## src/rtl/axilite_slave_regfile.sv

```systemverilog
// AXI4-Lite register file responder: NUM_REGS word registers with byte strobes,
// independent write/read channel FSMs, SLVERR on out-of-range word indices.
module axilite_slave_regfile #(
   parameter int unsigned ADDR_WIDTH = 8,
   parameter int unsigned DATA_WIDTH = 32,
   parameter int unsigned NUM_REGS   = 16,
   parameter logic [DATA_WIDTH-1:0] RESET_VALUE = '0
) (
   input  logic                           aclk,
   input  logic                           areset,
   input  logic [ADDR_WIDTH-1:0]          awaddr,
   input  logic [2:0]                     awprot,
   input  logic                           awvalid,
   output logic                           awready,
   input  logic [DATA_WIDTH-1:0]          wdata,
   input  logic [DATA_WIDTH/8-1:0]        wstrb,
   input  logic                           wvalid,
   output logic                           wready,
   output logic [1:0]                     bresp,
   output logic                           bvalid,
   input  logic                           bready,
   input  logic [ADDR_WIDTH-1:0]          araddr,
   input  logic [2:0]                     arprot,
   input  logic                           arvalid,
   output logic                           arready,
   output logic [DATA_WIDTH-1:0]          rdata,
   output logic [1:0]                     rresp,
   output logic                           rvalid,
   input  logic                           rready,
   output logic [NUM_REGS*DATA_WIDTH-1:0] regs_o
);

   localparam int unsigned STRB_W = DATA_WIDTH / 8;
   localparam int unsigned IDX_W  = ADDR_WIDTH - 2;
   localparam int unsigned SEL_W  = (NUM_REGS > 1) ? $clog2(NUM_REGS) : 1;
   localparam logic [1:0]  OKAY   = 2'b00;
   localparam logic [1:0]  SLVERR = 2'b10;

   typedef enum logic [1:0] {W_IDLE, W_WAIT_DATA, W_WAIT_ADDR, W_RESP} w_state_t;
   typedef enum logic {R_IDLE, R_RESP} r_state_t;

   w_state_t w_state, w_next;
   r_state_t r_state, r_next;

   logic [DATA_WIDTH-1:0] regs [NUM_REGS];
   logic [IDX_W-1:0]      aw_idx_q;
   logic [DATA_WIDTH-1:0] wdata_q;
   logic [STRB_W-1:0]     wstrb_q;

   logic                  aw_hs, w_hs, ar_hs;
   logic                  aw_latch, w_latch, commit;
   logic [IDX_W-1:0]      c_idx;
   logic [DATA_WIDTH-1:0] c_data;
   logic [STRB_W-1:0]     c_strb;
   logic [IDX_W-1:0]      ar_idx;
   logic                  unused_bits;

   assign unused_bits = ^{awprot, arprot, awaddr[1:0], araddr[1:0]};

   assign aw_hs  = awvalid && awready;
   assign w_hs   = wvalid && wready;
   assign ar_hs  = arvalid && arready;
   assign ar_idx = araddr[ADDR_WIDTH-1:2];

   function automatic logic in_range(input logic [IDX_W-1:0] idx);
      return 32'(idx) < NUM_REGS;
   endfunction

   // Write channel next-state; the commit source mixes live and latched halves
   always_comb begin
      w_next   = w_state;
      aw_latch = 1'b0;
      w_latch  = 1'b0;
      commit   = 1'b0;
      c_idx    = awaddr[ADDR_WIDTH-1:2];
      c_data   = wdata;
      c_strb   = wstrb;
      case (w_state)
         W_IDLE: begin
            if (aw_hs && w_hs) begin
               commit = 1'b1;
               w_next = W_RESP;
            end else if (aw_hs) begin
               aw_latch = 1'b1;
               w_next   = W_WAIT_DATA;
            end else if (w_hs) begin
               w_latch = 1'b1;
               w_next  = W_WAIT_ADDR;
            end
         end
         W_WAIT_DATA: begin
            c_idx = aw_idx_q;
            if (w_hs) begin
               commit = 1'b1;
               w_next = W_RESP;
            end
         end
         W_WAIT_ADDR: begin
            c_data = wdata_q;
            c_strb = wstrb_q;
            if (aw_hs) begin
               commit = 1'b1;
               w_next = W_RESP;
            end
         end
         W_RESP:  if (bready) w_next = W_IDLE;
         default: w_next = W_IDLE;
      endcase
   end

   // Ready flags are registered from the next state so they stay low during reset
   always_ff @(posedge aclk or posedge areset) begin
      if (areset) begin
         w_state  <= W_IDLE;
         awready  <= 1'b0;
         wready   <= 1'b0;
         bvalid   <= 1'b0;
         bresp    <= OKAY;
         aw_idx_q <= '0;
         wdata_q  <= '0;
         wstrb_q  <= '0;
      end else begin
         w_state <= w_next;
         awready <= (w_next == W_IDLE) || (w_next == W_WAIT_ADDR);
         wready  <= (w_next == W_IDLE) || (w_next == W_WAIT_DATA);
         bvalid  <= (w_next == W_RESP);
         if (commit)   bresp    <= in_range(c_idx) ? OKAY : SLVERR;
         if (aw_latch) aw_idx_q <= awaddr[ADDR_WIDTH-1:2];
         if (w_latch) begin
            wdata_q <= wdata;
            wstrb_q <= wstrb;
         end
      end
   end

   always_ff @(posedge aclk or posedge areset) begin
      if (areset) begin
         for (int i = 0; i < int'(NUM_REGS); i++) regs[i] <= RESET_VALUE;
      end else if (commit && in_range(c_idx)) begin
         for (int b = 0; b < int'(STRB_W); b++)
            if (c_strb[b]) regs[c_idx[SEL_W-1:0]][8*b +: 8] <= c_data[8*b +: 8];
      end
   end

   always_comb begin
      r_next = r_state;
      case (r_state)
         R_IDLE:  if (ar_hs) r_next = R_RESP;
         R_RESP:  if (rready) r_next = R_IDLE;
         default: r_next = R_IDLE;
      endcase
   end

   // Read data samples the flops before any same-edge write lands
   always_ff @(posedge aclk or posedge areset) begin
      if (areset) begin
         r_state <= R_IDLE;
         arready <= 1'b0;
         rvalid  <= 1'b0;
         rdata   <= '0;
         rresp   <= OKAY;
      end else begin
         r_state <= r_next;
         arready <= (r_next == R_IDLE);
         rvalid  <= (r_next == R_RESP);
         if (ar_hs) begin
            if (in_range(ar_idx)) begin
               rdata <= regs[ar_idx[SEL_W-1:0]];
               rresp <= OKAY;
            end else begin
               rdata <= '0;
               rresp <= SLVERR;
            end
         end
      end
   end

   for (genvar i = 0; i < int'(NUM_REGS); i++) begin : g_flat
      assign regs_o[i*DATA_WIDTH +: DATA_WIDTH] = regs[i];
   end

endmodule

```

## config.mk

```make
export PLATFORM = sky130hd
export DESIGN_NAME = axilite_slave_regfile
export DESIGN_NICKNAME = d
export VERILOG_FILES = /design/src/rtl/axilite_slave_regfile.sv
export SDC_FILE = /design/constraint.sdc
export NUM_CORES = 1
export LEC_CHECK = 0
export ABC_CLOCK_PERIOD_IN_PS = 18900
export CAP_MARGIN = 20
export CORE_ASPECT_RATIO = 0.7
export CORE_MARGIN = 2
export CORE_UTILIZATION = 46
export DETAILED_ROUTE_END_ITERATION = 8
export PLACE_DENSITY = 0.77
export SYNTH_ARGS = -nofsm -noshare
export SYNTH_HDL_FRONTEND = slang
export SYNTH_SLANG_ARGS = --single-unit
```

## constraint.sdc

```tcl
create_clock -name aclk -period 18.9 [get_ports aclk]
set_clock_uncertainty 0.15 [all_clocks]
set_input_delay 2.835 -clock aclk [delete_from_list [all_inputs] [get_ports aclk]]
set_output_delay 2.835 -clock aclk [all_outputs]
set_load 0.01 [all_outputs]
```

==> results by group, run 1 <==
Clocking
  – Worst-Skew Late Latency: 0.62 ns
  – CTS clock-pin slew for the worst setup and hold paths: approximately 0.060 ns
  – Root Buffer Master: clkbuf_16
  – CTS Hold Bufs: 0
  – CTS sink cnt: 595
  – Postcts setup bufs: 0
  – Post-CTS sizing: 0
  – H-tree levels: 2
  – CTS tree: done
  – Num CTS Buffers: 57
  – CTS max path bufs: 3

Min path
  – Hold Crit Class: flop to flop
  – Worst Hold Path Cells: 2
  – Hold Startpoint: rresp[1]
  – Sink of the worst hold path: rresp[1]

Worst setup path
  – RR Startpoint: w_state[1]
  – Critical Path Sink Type: asynchronous set/reset pin
  – Critical Path Most Common Cell: buf_4
  – CP Data Required Time: 19.37 ns
  – Worst path max stage delay: 0.78 ns
  – Critical path startpoint: areset
  – Worst r2r dst: regs_o[67]
  – Worst EP arrival: 6.10 ns
  – Reg2reg setup slack: 14.75 ns
  – Startpoint class of the critical path: input port
  – Worst-path fanout max: 153
  – Crit path cell chain: clkdlybuf4s50_1 -> clkinvlp_4 -> buf_4 -> buf_12 -> buf_4
  – Crit Path Class: input port to asynchronous set/reset pin
  – Reg2reg path depth: 5
  – Slowest-stage cell, CP: buf_4

Outcome
  – Outcome: finished, final reports clean

Floorplanning
  – Die width: approximately 290 µm
  – # rows: 74
  – Initial Util: 46.4%
  – Die height: 207 µm
  – Die area: slightly above 0.06 mm²
  – Area of the core: 0.0581 mm²
  – I/O pin cnt: between 600 and 700

Timing
  – Worst slew margin: 24.7%
  – Period utilization: between 20% and 30%
  – Unrepaired setup endpoints after global routing: no
  – PnR worst setup slack: 13.28 ns
  – Sum Neg Setup Slack: 0 ns
  – Final min period: 5.62 ns
  – Final Hold Vio Count: 0
  – Slew Limit Fails: 0
  – Worst hold slack: 0.349 ns
  – Peak Freq: 178 MHz
  – Worst Max-Slew Pin Slew: 1.13 ns
  – Endpoints failing setup: 0

Global route
  – Number of global-route vias before repair: 18.9k
  – First-pass GRT wire length: 129000 µm
  – Antenna violations before repair: 9
  – Largest net degree at the start of global routing: 158
  – Overall routing resource usage: around 30%
  – Gr ovfl total: 0

Synthesis
  – Mapped Area: ~0.027 mm²
  – EDFF count, synth: 0
  – Mean Syn Cell Area: between 15 and 20 µm²
  – Largest cells by area after synthesis: dfrtp_1, mux2_2, mux4_2
  – Gate Count Post-Synth: 1704
  – Ys async rst share: 100%
  – #FFs+latches synth: between 500 and 600
  – Yosys Warn Count: 0
  – Most frequent cells after synthesis: dfrtp_1, mux2_2, mux4_2, clkbuf_1, nand2_1
  – Sequential fraction of the synthesis area: 55.2%
  – Synth area leader: dfrtp_1
  – Main synth FF type: dfrtp_1
  – Synth top area share: 55.2%
  – Yosys cell types: 52
  – Count leader, synth: dfrtp_1

Drt
  – DRT Pass-1 Iters: 5
  – Drt wl/cell: 29.0 µm
  – DRT antenna net count: 0
  – Vias: about 18k
  – Drt total wl: 89600 µm
  – Vias/cell: a little under 6
  – DRC viols: 0
  – DRT iter0 DRCs: 1201

Placed design
  – PortBufs: 605
  – Placement Setup Slack: 12.55 ns
  – Gpl congestion: 0.835
  – Dpl cells: 2981
  – DP Wirelength: 61300 µm

Finish
  – Reg area: 0.0149 mm²
  – Area occupied by multi-input gates: ~0.012 mm²
  – Final nets: 2346
  – Fill count: 4341
  – Final Non-Filler Cells: 3088
  – Share of layout cells above drive strength 1: 37.9%
  – Area growth from synthesis to layout: 31.9%

Power
  – Maximum vdd drop: 82.4 µV
  – Total power: 4890 µW
  – Cell Pwr Density: 137 mW/mm²
  – Leakage: 0.0161 µW

Run
  – Max cap viols: 0
## per-layer routing
metal / global-route usage [%] / share of wire [%] / up-vias
met5: 0 / 0.035 / -
met4: 10.2 / 3.4 / 6
met3: 7.54 / 7.8 / 178
met2: 46.3 / 47 / 758
met1: 39.2 / 41 / 9783
li1: - / - / 7578
## report_power, final
group / switching [µW] / total, µW / leakage [µW] / internal, µW
clock: 496 / 1140 / 0.000907 / 643
combinational: 799 / 1790 / 0.00700 / 996
sequential: 316 / 1950 / 0.00814 / 1640
total: 1610 / 4890 / 0.0161 / 3280
## how the worst max path moves through the flow
stage,endpoint
after global routing,regs_o[347]
after global placement,wdata_q[25]
after detailed placement,wdata_q[25]
after floorplan,arready
final,regs_o[89]
after CTS,regs_o[315]
## per-stage QoR
stage,area (µm²),util [%]
2_1_floorplan,27000,-
3_3_place_gp,33700,58.0
3_5_place_dp,33700,58.0
4_1_cts,35600,61.2
5_1_grt,35600,61.3
6_report,35600,61.3
## worst max-delay path, delay by kind of cell
family / cells / cell delay (ns)
buf+inv: 5 / 3.04
## logic make-up (layout without fill, tap and decap cells)
kind of cell | after synthesis | count (layout) | synth area share, %
muxes | 753 | 753 | 36.6
buffers and inverters | 116 | 734 | 1.94
AOI/OAI and AO/OA | 87 | 87 | 2.63
and+or+nand+nor | 152 | 152 | 3.62
DFF | 595 | 595 | 55.2
other | 1 | 7 | 0.0139
## state kept, by name, indices dropped and copies added (netlist names)
register and cells:
aw_idx_q 6, wdata_q 32, wready 1, bresp 1
wstrb_q 4, regs_o 512, w_state 2, rdata 32
rresp 1, bvalid 1, awready 1, arready 1
r_state 1
## area by class of cell
cell class                 instances  share of cell area [%]
sequential                       595                    41.8
multi-input combinational        994                    32.7
timing repair buffer             625                    17.5
clock buffer                      84                    4.63
tap                              760                    2.67
clock inverter                    17                   0.541
inverter                           8                  0.0948
antenna                            5                  0.0351
## placed cells by master (no fill, tap or decap), types with 5 or more instances in the layout
cell type / synthesis / final
clkdlybuf4s50_1: 0 / 602
nand2_1: 46 / 45
mux2_1: 25 / 25
nor2_2: 21 / 21
clkinv_2: 0 / 9
mux2_2: 563 / 563
a22oi_1: 32 / 32
clkbuf_8: 0 / 13
nor2b_1: 7 / 6
nor2_1: 8 / 8
inv_1: 8 / 7
buf_4: 10 / 17
mux2i_1: 35 / 35
nand3_1: 7 / 7
clkbuf_1: 61 / 15
o211ai_1: 32 / 32
nand2_4: 10 / 10
clkbuf_16: 0 / 57
nor3_4: 5 / 5
diode_2: 0 / 5
mux4_2: 128 / 128
nand2_2: 14 / 15
dfrtp_1: 595 / 595
Power figures use the tool's default switching activity.
==> inputs of run 2 (changes only) <==
--- a/config.mk
+++ b/config.mk
@@ -5,7 +5,7 @@
 export SDC_FILE = /design/constraint.sdc
 export NUM_CORES = 1
 export LEC_CHECK = 0
-export ABC_CLOCK_PERIOD_IN_PS = 18900
+export ABC_CLOCK_PERIOD_IN_PS = 4700
 export CAP_MARGIN = 20
 export CORE_ASPECT_RATIO = 0.7
 export CORE_MARGIN = 2
==> constraint.sdc (replaced) <==
create_clock -name aclk -period 4.7 [get_ports aclk]
set_clock_uncertainty 0.15 [all_clocks]
set_input_delay 0.705 -clock aclk [delete_from_list [all_inputs] [get_ports aclk]]
set_output_delay 0.705 -clock aclk [all_outputs]
set_load 0.01 [all_outputs]
==> run 2 against run 1 <==
Hold slack got worse by 0.0022 ns; critical path depth unchanged; first-iteration DRC count is 1.6% higher; final cell count rose by 1.0%; clock power grew to 4.0 times the previous value; register-to-register slack worse by 14 ns; largest power group unchanged.
==> results by group, run 2 (synthesis results as in run 1) <==
Timing
  – Worst hold slack: between 0.3 and 0.4 ns
  – Final Hold Vio Count: 0
  – Unrepaired setup endpoints after global routing: no
  – Worst Max-Slew Pin Slew: 1.00 ns
  – Period utilization: 74.6%
  – Final min period: 3.51 ns
  – Endpoints failing setup: 0
  – Peak Freq: between 200 and 300 MHz
  – Worst slew margin: 33.3%
  – Slew Limit Fails: 0

Clocking
  – CTS max path bufs: 3
  – CTS Hold Bufs: 0
  – CTS tree: done
  – H-tree levels: 2
  – CTS sink cnt: 595
  – Postcts setup bufs: 0
  – Worst-Skew Late Latency: 0.61 ns
  – Num CTS Buffers: 56
  – CTS clock-pin slew for the worst setup and hold paths: 0.06 ns
  – Root Buffer Master: clkbuf_16
  – Post-CTS sizing: 0

Min path
  – Hold Crit Class: flop to flop
  – Worst Hold Path Cells: 2
  – Hold Startpoint: rresp[1]
  – Sink of the worst hold path: rresp[1]

Drt
  – DRT iter0 DRCs: 1220
  – Vias: 18.5k
  – Drt total wl: 90800 µm
  – DRT antenna net count: 0
  – WL met3: 6540 µm
  – DRT Pass-1 Iters: 4
  – DRC viols: 0
  – DR top layer: met5
  – M1 WL: 38200 µm
  – DR WL met2: 43700 µm
  – Vias/cell: 5.92
  – Drt wl/cell: 29.1 µm

Placed design
  – Gpl congestion: 0.860
  – PortBufs: about 610
  – DP Wirelength: roughly 65000 µm
  – Dpl cells: 3016

Global route
  – First-pass GRT wire length: about 130000 µm
  – Antenna violations before repair: 10
  – Largest net degree at the start of global routing: 121
  – Overall routing resource usage: 29.6%
  – Gr ovfl total: 0
  – Number of global-route vias before repair: 19.2k

Worst setup path
  – Worst r2r dst: regs_o[250]
  – Worst EP arrival: 3.84 ns
  – Reg2reg setup slack: 1.19 ns
  – Startpoint class of the critical path: flop
  – Crit Path Class: flop to flop
  – Worst-path fanout max: 15
  – Critical Path Sink Type: flop
  – CP Data Required Time: about 5 ns
  – Reg2reg path depth: 5
  – RR Startpoint: w_state[1]

Finish
  – Area growth from synthesis to layout: 33.1%
  – Share of layout cells above drive strength 1: 38.8%
  – Largest register FFs: 512
  – Final Non-Filler Cells: around 3.1k
  – Most frequent cells in the layout: clkdlybuf4s50_1, dfrtp_1, mux2_2, mux4_2, clkbuf_16
  – Final nets: ~2.4k
  – Most common cell after layout, fill and taps aside: clkdlybuf4s50_1

Outcome
  – Outcome: finished, final reports clean

Run
  – Max cap viols: 0

Power
  – Cell Pwr Density: 549 mW/mm²
  – Leakage: roughly 0.016 µW
  – Maximum vdd drop: 330 µV

Floorplanning
  – I/O pin cnt: 618
  – Die area: 0.0607 mm²
  – Die width: 294 µm
  – # rows: 74
  – Die height: 207 µm
  – Area of the core: 0.0581 mm²
  – Initial Util: ~46%
-- run 2: cell count changes in the layout (fill, tap and decap cells not counted) --
cell / delta
buf_4: +27
clkbuf_8: +1
buf_16: -1
diode_2: +3
clkinvlp_4: +1
clkinv_8: -2
buf_12: +8
clkbuf_1: -3
clkinv_2: -2
-- run 2: how the worst max path moves through the flow --
stage	startpoint	end	slack (ns)
2_1_floorplan	areset	arready	-4.27
3_3_place_gp	awvalid	regs_o[250]	0.87
3_5_place_dp	awvalid	regs_o[250]	0.80
4_1_cts	w_state[1]	regs_o[250]	1.16
5_1_grt	w_state[1]	regs_o[186]	1.03
6_report	w_state[1]	regs_o[250]	1.19
-- run 2: where the power goes --
part	switching (µW)	leakage (µW)	internal [µW]	total [µW]
sequential	1280	0.00814	6590	7870
clock	1970	0.000889	2580	4550
combinational	3250	0.00720	4040	7300
total	6510	0.0162	13200	19700
-- run 2: cell type report --
class | instances | area (µm²)
Clock inverter | 14 | 158
Timing Repair Buffer | 659 | 6590
Clock buffer | 82 | 1650
Tap cell | 760 | 951
Inverter | 8 | 33.8
Fill cell | 4253 | 22200
Multi-Input combinational cell | 994 | 11600
Antenna cell | 8 | 20.0
Sequential cell | 595 | 14900
-- run 2: stage by stage --
step           cell area [µm²]  setup slack [ns]  setup TNS (ns)  power, µW  utilization [%]
6_report                 35900              1.19               0      19700             61.8
5_1_grt                  35900              1.03               0      20500             61.8
4_1_cts                  35900              1.16               0      19800             61.8
3_5_place_dp             34100             0.801               0      15200             58.7
3_3_place_gp             34100             0.874               0      14900             58.7
2_1_floorplan            27000             -4.27        -2539.63      11100                -
-- run 2: worst max-delay path, stage by stage (launching register included) --
cell and delay (ns):
dfrtp_1 0.38, nand2b_1 0.55, mux2i_4 0.49, a2111oi_4 0.92, nand2_2 0.43, mux2_1 0.44
-- run 2: metal layers --
metal | track usage (%) | vias to the layer above
met5 | 0 | -
met4 | 8.60 | 2
met3 | 6.26 | 144
met2 | 47.5 | 748
met1 | 40.9 | 9933
li1 | - | 7636
